### config.mk
export PLATFORM = sky130hd
export DESIGN_NAME = iambic_keyer
export DESIGN_NICKNAME = d
export VERILOG_FILES = /design/src/rtl/morse_keyer_pkg.sv /design/src/rtl/iambic_keyer_paddle_sync.sv /design/src/rtl/iambic_keyer.sv
export SDC_FILE = /design/constraint.sdc
export NUM_CORES = 1
export LEC_CHECK = 0
export ABC_CLOCK_PERIOD_IN_PS = 7400
export BUFFER_PORTS_ARGS = -buffer_cell sky130_fd_sc_hd__buf_2
export CORE_MARGIN = 2
export CORE_UTILIZATION = 25
export DETAILED_ROUTE_END_ITERATION = 6
export PLACE_DENSITY = 0.38
export SLEW_MARGIN = 20
export SYNTH_ARGS = -nofsm -noshare
export SYNTH_HDL_FRONTEND = slang
export SYNTH_SLANG_ARGS = --single-unit
### constraint.sdc
create_clock -name clk -period 7.4 [get_ports clk]
set_input_delay 1.11 -clock clk [delete_from_list [all_inputs] [get_ports clk]]
set_output_delay 1.11 -clock clk [all_outputs]
set_load 0.01 [all_outputs]
### src/rtl/morse_keyer_pkg.sv
// Shared types and constants for the iambic paddle keyer.
// State encoding, element length ratios and timer width live here.
package morse_keyer_pkg;

  typedef enum logic [1:0] {
    IDLE = 2'd0,
    DIT  = 2'd1,
    DAH  = 2'd2,
    GAP  = 2'd3
  } state_e;

  localparam int DAH_RATIO = 3;
  localparam int GAP_RATIO = 1;
  localparam int TIMER_W   = 10;

  // A dot length of 0 ms would never end an element, so it reads as 1 ms.
  function automatic logic [TIMER_W-1:0] norm_dot(input logic [7:0] ms);
    return (ms == 8'd0) ? TIMER_W'(1) : TIMER_W'(ms);
  endfunction

endpackage

### src/rtl/iambic_keyer_paddle_sync.sv
// Paddle input conditioning: SYNC_STAGES-deep synchronizer followed by
// polarity normalization, so pressed is 1 whenever the paddle is held.
module paddle_sync #(
  parameter int SYNC_STAGES = 2,
  parameter bit ACTIVE_LOW  = 1'b1
) (
  input  logic clk,
  input  logic rst,
  input  logic raw,
  output logic pressed
);

  logic [SYNC_STAGES-1:0] sync_q, sync_d;

  always_comb begin
    sync_d = {sync_q[SYNC_STAGES-2:0], raw};
  end

  // Reset to the released level so no phantom press appears after reset.
  always_ff @(posedge clk or posedge rst) begin
    if (rst) sync_q <= {SYNC_STAGES{ACTIVE_LOW}};
    else     sync_q <= sync_d;
  end

  assign pressed = sync_q[SYNC_STAGES-1] ^ ACTIVE_LOW;

endmodule

### src/rtl/iambic_keyer.sv
// Iambic paddle keyer: turns dit/dah paddles into a timed key waveform.
// Define IAMBIC_MODE_B_EN for mode B (element memories); default is mode A.
module iambic_keyer
  import morse_keyer_pkg::*;
#(
  parameter bit PADDLE_ACTIVE_LOW = 1'b1,
  parameter int SYNC_STAGES       = 2
) (
  input  logic       clk,
  input  logic       rst,
  input  logic       ms_tick,
  input  logic       paddle_dit,
  input  logic       paddle_dah,
  input  logic [7:0] dot_ms,
  output logic       key_out,
  output logic       busy,
  output logic       elem_start,
  output logic       elem_is_dah
);

  localparam int SYNC_N = (SYNC_STAGES < 2) ? 2 : SYNC_STAGES;
  localparam logic [TIMER_W-1:0] DAH_MUL = TIMER_W'(DAH_RATIO);
  localparam logic [TIMER_W-1:0] GAP_MUL = TIMER_W'(GAP_RATIO);

  logic dit_p, dah_p;

  paddle_sync #(.SYNC_STAGES(SYNC_N), .ACTIVE_LOW(PADDLE_ACTIVE_LOW)) u_dit_sync (
    .clk(clk), .rst(rst), .raw(paddle_dit), .pressed(dit_p)
  );

  paddle_sync #(.SYNC_STAGES(SYNC_N), .ACTIVE_LOW(PADDLE_ACTIVE_LOW)) u_dah_sync (
    .clk(clk), .rst(rst), .raw(paddle_dah), .pressed(dah_p)
  );

  state_e               state_q, state_d;
  logic [TIMER_W-1:0]   cnt_q, cnt_d;
  logic [TIMER_W-1:0]   dot_len_q, dot_len_d;
  logic                 entry_q, entry_d;
  logic                 last_dah_q, last_dah_d;
  logic                 key_q, key_d;
  logic                 busy_q, busy_d;
  logic                 start_q, start_d;
  logic                 is_dah_q, is_dah_d;
  logic [TIMER_W-1:0]   cur_len;
  logic                 done, start_dit, start_dah, dit_req, dah_req;
  logic                 dit_mem_q, dah_mem_q;

`ifdef IAMBIC_MODE_B_EN
  logic dit_mem_d, dah_mem_d;

  // A memory is armed by the opposite paddle and consumed by the element it asks for.
  always_comb begin
    dit_mem_d = dit_mem_q;
    dah_mem_d = dah_mem_q;
    if (dit_p && (state_q == DAH || (state_q == GAP && last_dah_q))) dit_mem_d = 1'b1;
    if (dah_p && (state_q == DIT || (state_q == GAP && !last_dah_q))) dah_mem_d = 1'b1;
    if (start_dit || state_d == IDLE) dit_mem_d = 1'b0;
    if (start_dah || state_d == IDLE) dah_mem_d = 1'b0;
  end

  always_ff @(posedge clk or posedge rst) begin
    if (rst) begin
      dit_mem_q <= 1'b0;
      dah_mem_q <= 1'b0;
    end else begin
      dit_mem_q <= dit_mem_d;
      dah_mem_q <= dah_mem_d;
    end
  end
`else
  assign dit_mem_q = 1'b0;
  assign dah_mem_q = 1'b0;
`endif

  always_comb begin
    state_d    = state_q;
    dot_len_d  = dot_len_q;
    last_dah_d = last_dah_q;
    start_dit  = 1'b0;
    start_dah  = 1'b0;
    dit_req    = dit_p | dit_mem_q;
    dah_req    = dah_p | dah_mem_q;

    case (state_q)
      DIT:     cur_len = dot_len_q;
      DAH:     cur_len = DAH_MUL * dot_len_q;
      GAP:     cur_len = GAP_MUL * dot_len_q;
      default: cur_len = '0;
    endcase

    // The entry cycle never counts a tick, giving an element length in (len-1, len] ms.
    cnt_d = cnt_q + TIMER_W'(ms_tick && !entry_q);
    done  = (state_q != IDLE) && (cnt_d == cur_len);

    case (state_q)
      IDLE: begin
        if (dit_p)      start_dit = 1'b1;
        else if (dah_p) start_dah = 1'b1;
      end
      DIT: if (done) begin
        state_d    = GAP;
        last_dah_d = 1'b0;
      end
      DAH: if (done) begin
        state_d    = GAP;
        last_dah_d = 1'b1;
      end
      GAP: if (done) begin
        if (!last_dah_q) begin
          if (dah_req)    start_dah = 1'b1;
          else if (dit_p) start_dit = 1'b1;
          else            state_d   = IDLE;
        end else begin
          if (dit_req)    start_dit = 1'b1;
          else if (dah_p) start_dah = 1'b1;
          else            state_d   = IDLE;
        end
      end
      default: state_d = IDLE;
    endcase

    if (start_dit) state_d = DIT;
    if (start_dah) state_d = DAH;
    if (start_dit || start_dah) dot_len_d = norm_dot(dot_ms);

    entry_d = (state_d != state_q);
    if (entry_d || state_q == IDLE) cnt_d = '0;

    key_d    = (state_d == DIT) || (state_d == DAH);
    busy_d   = (state_d != IDLE);
    start_d  = start_dit | start_dah;
    is_dah_d = start_dah ? 1'b1 : (start_dit ? 1'b0 : is_dah_q);
  end

  always_ff @(posedge clk or posedge rst) begin
    if (rst) begin
      state_q    <= IDLE;
      cnt_q      <= '0;
      dot_len_q  <= TIMER_W'(1);
      entry_q    <= 1'b0;
      last_dah_q <= 1'b0;
      key_q      <= 1'b0;
      busy_q     <= 1'b0;
      start_q    <= 1'b0;
      is_dah_q   <= 1'b0;
    end else begin
      state_q    <= state_d;
      cnt_q      <= cnt_d;
      dot_len_q  <= dot_len_d;
      entry_q    <= entry_d;
      last_dah_q <= last_dah_d;
      key_q      <= key_d;
      busy_q     <= busy_d;
      start_q    <= start_d;
      is_dah_q   <= is_dah_d;
    end
  end

  assign key_out     = key_q;
  assign busy        = busy_q;
  assign elem_start  = start_q;
  assign elem_is_dah = is_dah_q;

endmodule

# Yosys cells after proc, flatten, opt, wreduce, memory -nomap -nowiden
# Cells that the tools add are included.
# totals
latchBits,0
in_bits,13
reg_bits,32
mem_bits_ro,0
n_memories,0
ramBits,0
out_inout_bits,4
word_cells,66
# classes
magnitude_cmp,0
n_bitwise,1
div,0
mux,28
n_addsub,1
n_reduce_logical,15
shift,0
multipliers,1
eq_ne,9
# ops
op,n
$pmux W10 S2,1
$mux W2,9
$mux W1,12
$add A10 B1 Y10,1
$eq A10 B10 Y1,1
$mul A2 B10 Y10 const A,1
$mux W10,1
$logic_not A8 Y1,1
$mux W8,1
$reduce_bool A2 Y1,4
$eq A2 B2 Y1 const B,3
$pmux W1 S2,3
$eq A2 B1 Y1 const B,2
$ne A2 B2 Y1 const B,2
$pmux W2 S2,1
$reduce_or A2 Y1,2
$logic_or A1 B1 Y1,3
$reduce_and A3 Y1,1
$logic_and A1 B1 Y1,2
$logic_not A2 Y1,1
$ne A2 B2 Y1,1
$logic_not A1 Y1,1
$or A1 B1 Y1,1

# Longest topological paths before layout
# logic_depth
word_depth,12
mapped_depth,15
ltp_nobuf,15

# By module
# A second synthesis with hierarchy kept.
# hier_totals
cells_unflattened,235
area_unflattened_um2,2282.2
# modules_own_cells
module,seq_area_each_um2,cells_each,area_each_um2,n_inst
iambic_keyer,651.9,227,2162.1,1
paddle_sync,52.6,4,60.1,2

# Least setup slack after synthesis
# Ideal clock, no wire load.
# synth_timing
path_type,input port to flip-flop
start,in ms_tick
end,reg dot_len_q[3]
setup_ns,0.127
n_path_buf,1
cell_stages,12
t_arrival_ns,3.583
required_time_ns,7.273
path_slack_ns,3.690
cell_sequence,nor2b_1 -> ha_1 -> and3_1 -> nand4_1 -> xor2_1 -> xnor2_1 -> nand4_1 -> nor4_4 -> a21oi_2 -> o31ai_4 -> buf_4 -> mux2_1
# synth_via
elab_chain_cells,7
elab_cells_between_ends,9
classes_between,1 x add/sub; 1 x eq/ne; 4 x mux; 3 x reduce/logical
# synth_lines
item,line_no,source
from (decl),iambic_keyer.sv:11,"input logic ms_tick,"
$logic_and A1 B1 Y1 (*),iambic_keyer.sv:92,cnt_d = cnt_q + TIMER_W'(ms_tick && !entry_q);
$add A10 B1 Y10 (*),iambic_keyer.sv:92,
$eq A10 B10 Y1 (*),iambic_keyer.sv:93,done = (state_q != IDLE) && (cnt_d == cur_len);
$logic_and A1 B1 Y1 (*),iambic_keyer.sv:93,
$mux W1,iambic_keyer.sv:108,GAP: if (done) begin
$pmux W1 S2,iambic_keyer.sv:95,case (state_q)
$logic_or A1 B1 Y1 (*),iambic_keyer.sv:124,if (start_dit || start_dah) dot_len_d = norm_dot(dot_ms);
to (signal assigned),iambic_keyer.sv:149,dot_len_q <= dot_len_d;
to (decl),iambic_keyer.sv:37,"logic [TIMER_W-1:0] dot_len_q, dot_len_d;"
# Mark *: on every way between the ends. The rest lies on a longest branch, timed or not.
# A chain may end at the register's enable or synchronous reset.

# Worst setup path after layout
# layout_timing
start,reg state_q[0]
end,reg entry_q
# layout_via
elab_chain_cells,10
elab_cells_between_ends,25
classes_between,5 x eq/ne; 15 x mux; 5 x reduce/logical
# layout_lines
item,line_no,source
from (decl),iambic_keyer.sv:35,"state_e state_q, state_d;"
from (signal assigned),iambic_keyer.sv:147,state_q <= state_d;
$eq A2 B2 Y1 / $eq A2 B1 Y1 (equally long branches),"iambic_keyer.sv:84, iambic_keyer.sv:95",
$reduce_or A2 Y1 (no line),--,
$pmux W10 S2,iambic_keyer.sv:84,case (state_q)
$eq A10 B10 Y1,iambic_keyer.sv:93,
$logic_and A1 B1 Y1,iambic_keyer.sv:93,
$mux W2 (tied with other cells),iambic_keyer.sv:108,
$pmux W2 S2 / $pmux W1 S2 (equally long branches),iambic_keyer.sv:95,
$mux W2,iambic_keyer.sv:122,if (start_dit) state_d = DIT;
$mux W2,iambic_keyer.sv:123,if (start_dah) state_d = DAH;
$ne A2 B2 Y1 (*),iambic_keyer.sv:126,entry_d = (state_d != state_q);
via entry_d,iambic_keyer.sv:38,"logic entry_q, entry_d;"
to (signal assigned),iambic_keyer.sv:150,entry_q <= entry_d;
to (decl),iambic_keyer.sv:38,
# Mark *: on every way through the listed nets, which the timed path passes. The rest lies on a longest branch.

==> reports/qor.yml <==
vias_per_cell: 4.879
synth_flop_cell: "dfrtp_1"
die_w_microns: 98.55
holdBufCountCts: 0
synth_edf_count: 0
muxShareOfSynthArea: 0.02464
rr_startpoint: "state_q[0]"
diodes: 0
wire_per_inst_microns: 14.55
fin_setup_tns_ns: 0
critPathKind: "reg2reg"
cts.sinks: 30
end_kind: "register"
finalSetupViolations: 0
cts_setup_buffers: 0
peakVddDrop_v: 0.0001355
first_iter_violations: 103
leakagePower_nw: 1.036
yosysUniqueCellTypes: 64
netlist.area_leader.share: 0.2800
portBuffers: 16
dp_slack_ns: 2.883
setup_ws_ns: 2.991
dr_total_vias: 1727
syn_nets: 259
slew_headroom: 0.5139
grt_usage: 0.1150
min_to: "u_dit_sync.sync_q[1]"
hold_class: "reg2reg"
wl_mm: 5.150
clk_path_buf_depth: 2
reg2reg_slack_ns: 2.99
register_area_sq_um: 757.0
period_minus_slack_ns: 4.409
synth_area_per_cell_sq_um: 9.716
power.density_nw_per_um2: 456.1
period_share: 0.5958
dieArea_sq_um: 9711
outcome: "finished, final reports clean"
ant_nets: 0
grt.overflow.total: 0
hold_path_depth: 0
syn_inst: 230
placementRows: 34
synth-adder-area-share: 0.09295
h-tree-depth: 2
grt_pass1_vias: 1781
clkLatencyLatePin_ns: 0.29
die_height_microns: 98.55
yosysWarnings: 0
synth_top_family_by_area: "simple AND/OR/NAND/NOR gates"
finClkSkew_ns: 0.007863
synth.ff_latch_count: 30
antenna_found_initial: 0
core_region_area_sq_um: 8678
path_cells: "inv_1 > ha_1 > buf_4 > nand2b_1 > or4_1 > o221ai_1 > or3_1 > nand3_1 > nor4_4 > a21oi_2 > or3_4 > a22oi_2 > and2_1"
netlist_area_sq_um: 2235
synth_top_cell_by_area: "dfrtp_1"
cts_resized: 0
layout-drive-gt1-share: 0.2073
max_stage_delay_ns: 0.62
startpoint_type: "register"
r2r_end: "entry_q"
tightest_slew_ns: 0.7291
critical_path_required_ns: 7.62
synth_seq_area_share: 0.3387
rr_worst_depth: 13
synth-compound-area-share: 0.1892
fill_cells: 952
nets: 274
ys_top_cells_by_area: "dfrtp_1 28%, ha_1 8.4%, dfstp_2 5.9%"
firstDrtPassIters: 4
worstHoldStart: "u_dit_sync.sync_q[0]"
path_clk_slew_ns: 0.07
synth-xor-area-share: 0.06271
hold_viol_final: 0
crit_path_max_fanout: 20
dp_hpwl_mm: 4.007
report.final.slew_viol_count: 0
fmax_ghz: 0.2268
root_buffer: "clkbuf_8"
yosys.area_share.simple: 0.2464
multiInputGateArea_sq_um: 1376
cts_tree: "built"
critPathArrivalTime_ns: 4.63
syn_to_final_growth_pct: 12.82
worst_path_max_delay_cell: "dfrtp_1"
place.gp.congestion: 0.7092
rsz0062_at_grt: "no"
drv_cap: 0
io-pin-count: 17
path_buf_inv: 2
critPathTopFamily: "simple AND/OR/NAND/NOR gates"
synthArstFlopShare: 1.000
grt_pass1_wl_mm: 8.956
cts_buffers: 5
start_util: 0.2575
drc: 0
grt_max_degree: 21
## cell type report
| type | count | area share |
|---|---|---|
| clock inverter | 3 | 0.01588 |
| clock buffer | 5 | 0.02730 |
| multi-input combinational | 177 | 0.5459 |
| timing repair buffer | 18 | 0.03772 |
| inverter | 13 | 0.01935 |
| tap | 108 | 0.05360 |
| sequential | 30 | 0.3002 |
## cells in the mapped netlist (all sizes together) (2+ instances only)
master   n
a21o     2
a21oi   10
a22oi    5
and2     4
and3     5
and4     3
buf      5
clkbuf   5
dfrtp   25
dfstp    5
ha      15
inv     13
mux2     4
nand2   14
nand2b   2
nand3    8
nand3b   2
nand4    5
nor2     9
nor2b    3
nor3    12
nor3b    2
nor4     3
o2111a   2
o211ai   2
o21a     4
o21ai   12
o22ai    2
o311a    2
o31ai    2
or2      2
or3      5
or4      4
xnor2    7
xor2     9
## where the power goes
| part | switching [mW] | internal (mW) | total [mW] |
|---|---|---|---|
| sequential | 0.0478 | 0.216 | 0.263 |
| clock | 0.0678 | 0.0990 | 0.167 |
| combinational | 0.431 | 0.289 | 0.720 |
## per-stage QoR
| step | total power, mW | cells | instance area (sq um) | hold WS, ns | util |
|---|---|---|---|---|---|
| floorplan | 0.8496 | 230 | 2235 | 0.3452 | - |
| global placement | 0.9974 | 346 | 2412 | 0.3461 | 0.2780 |
| detailed placement | 0.9891 | 346 | 2412 | 0.3475 | 0.2780 |
| CTS | 1.163 | 354 | 2521 | 0.3587 | 0.2905 |
| global route | 1.263 | 354 | 2521 | 0.3641 | 0.2905 |
| finish | 1.150 | 354 | 2521 | 0.3570 | 0.2905 |
## cells in the final DEF (no fill, tap or decap), drive strengths merged, types with 3 or more instances in the layout
cell type	instances
a21oi	10
a22oi	5
and2	4
and3	5
and4	3
buf	18
clkbuf	5
dfrtp	25
dfstp	5
ha	15
inv	13
mux2	4
nand2	14
nand3	8
nand4	5
nor2	9
nor2b	3
nor3	12
nor4	3
o21a	4
o21ai	12
or3	5
or4	4
xnor2	7
xor2	9
## sequential cells by signal (all words and copies together), names as in the netlist, 2 cells and up
name,count
cnt_q,10
dot_len_q,8
state_q,2
u_dah_sync.sync_q,2
u_dit_sync.sync_q,2
## routing by layer
| layer | wire [microns] | vias to the layer above | global-route usage |
|---|---|---|---|
| met5 | 0 | - | 0 |
| met4 | 67 | 0 | 0.03477 |
| met3 | 139 | 7 | 0.02128 |
| met2 | 2195 | 24 | 0.1779 |
| met1 | 2747 | 812 | 0.1637 |
| li1 | - | 884 | - |
## cells by family after synthesis
logic type	count (synthesis)
AOI/OAI and AO/OA	54
DFF	30
muxes	5
and+or+nand+nor	86
adders and majority gates	16
xor gates and xnor gates	16
buffers and inverters	23
## how the worst max path moves through the flow
stage	cells after the start	start	slack [ns]	to
after floorplan	12	ms_tick	3.69	dot_len_q[3]
after global placement	14	ms_tick	2.90	entry_q
after detailed placement	14	ms_tick	2.88	entry_q
after CTS	13	state_q[0]	2.97	entry_q
after global routing	13	state_q[0]	2.70	entry_q
final	13	state_q[0]	2.99	entry_q
Power figures use the tool's default switching activity.
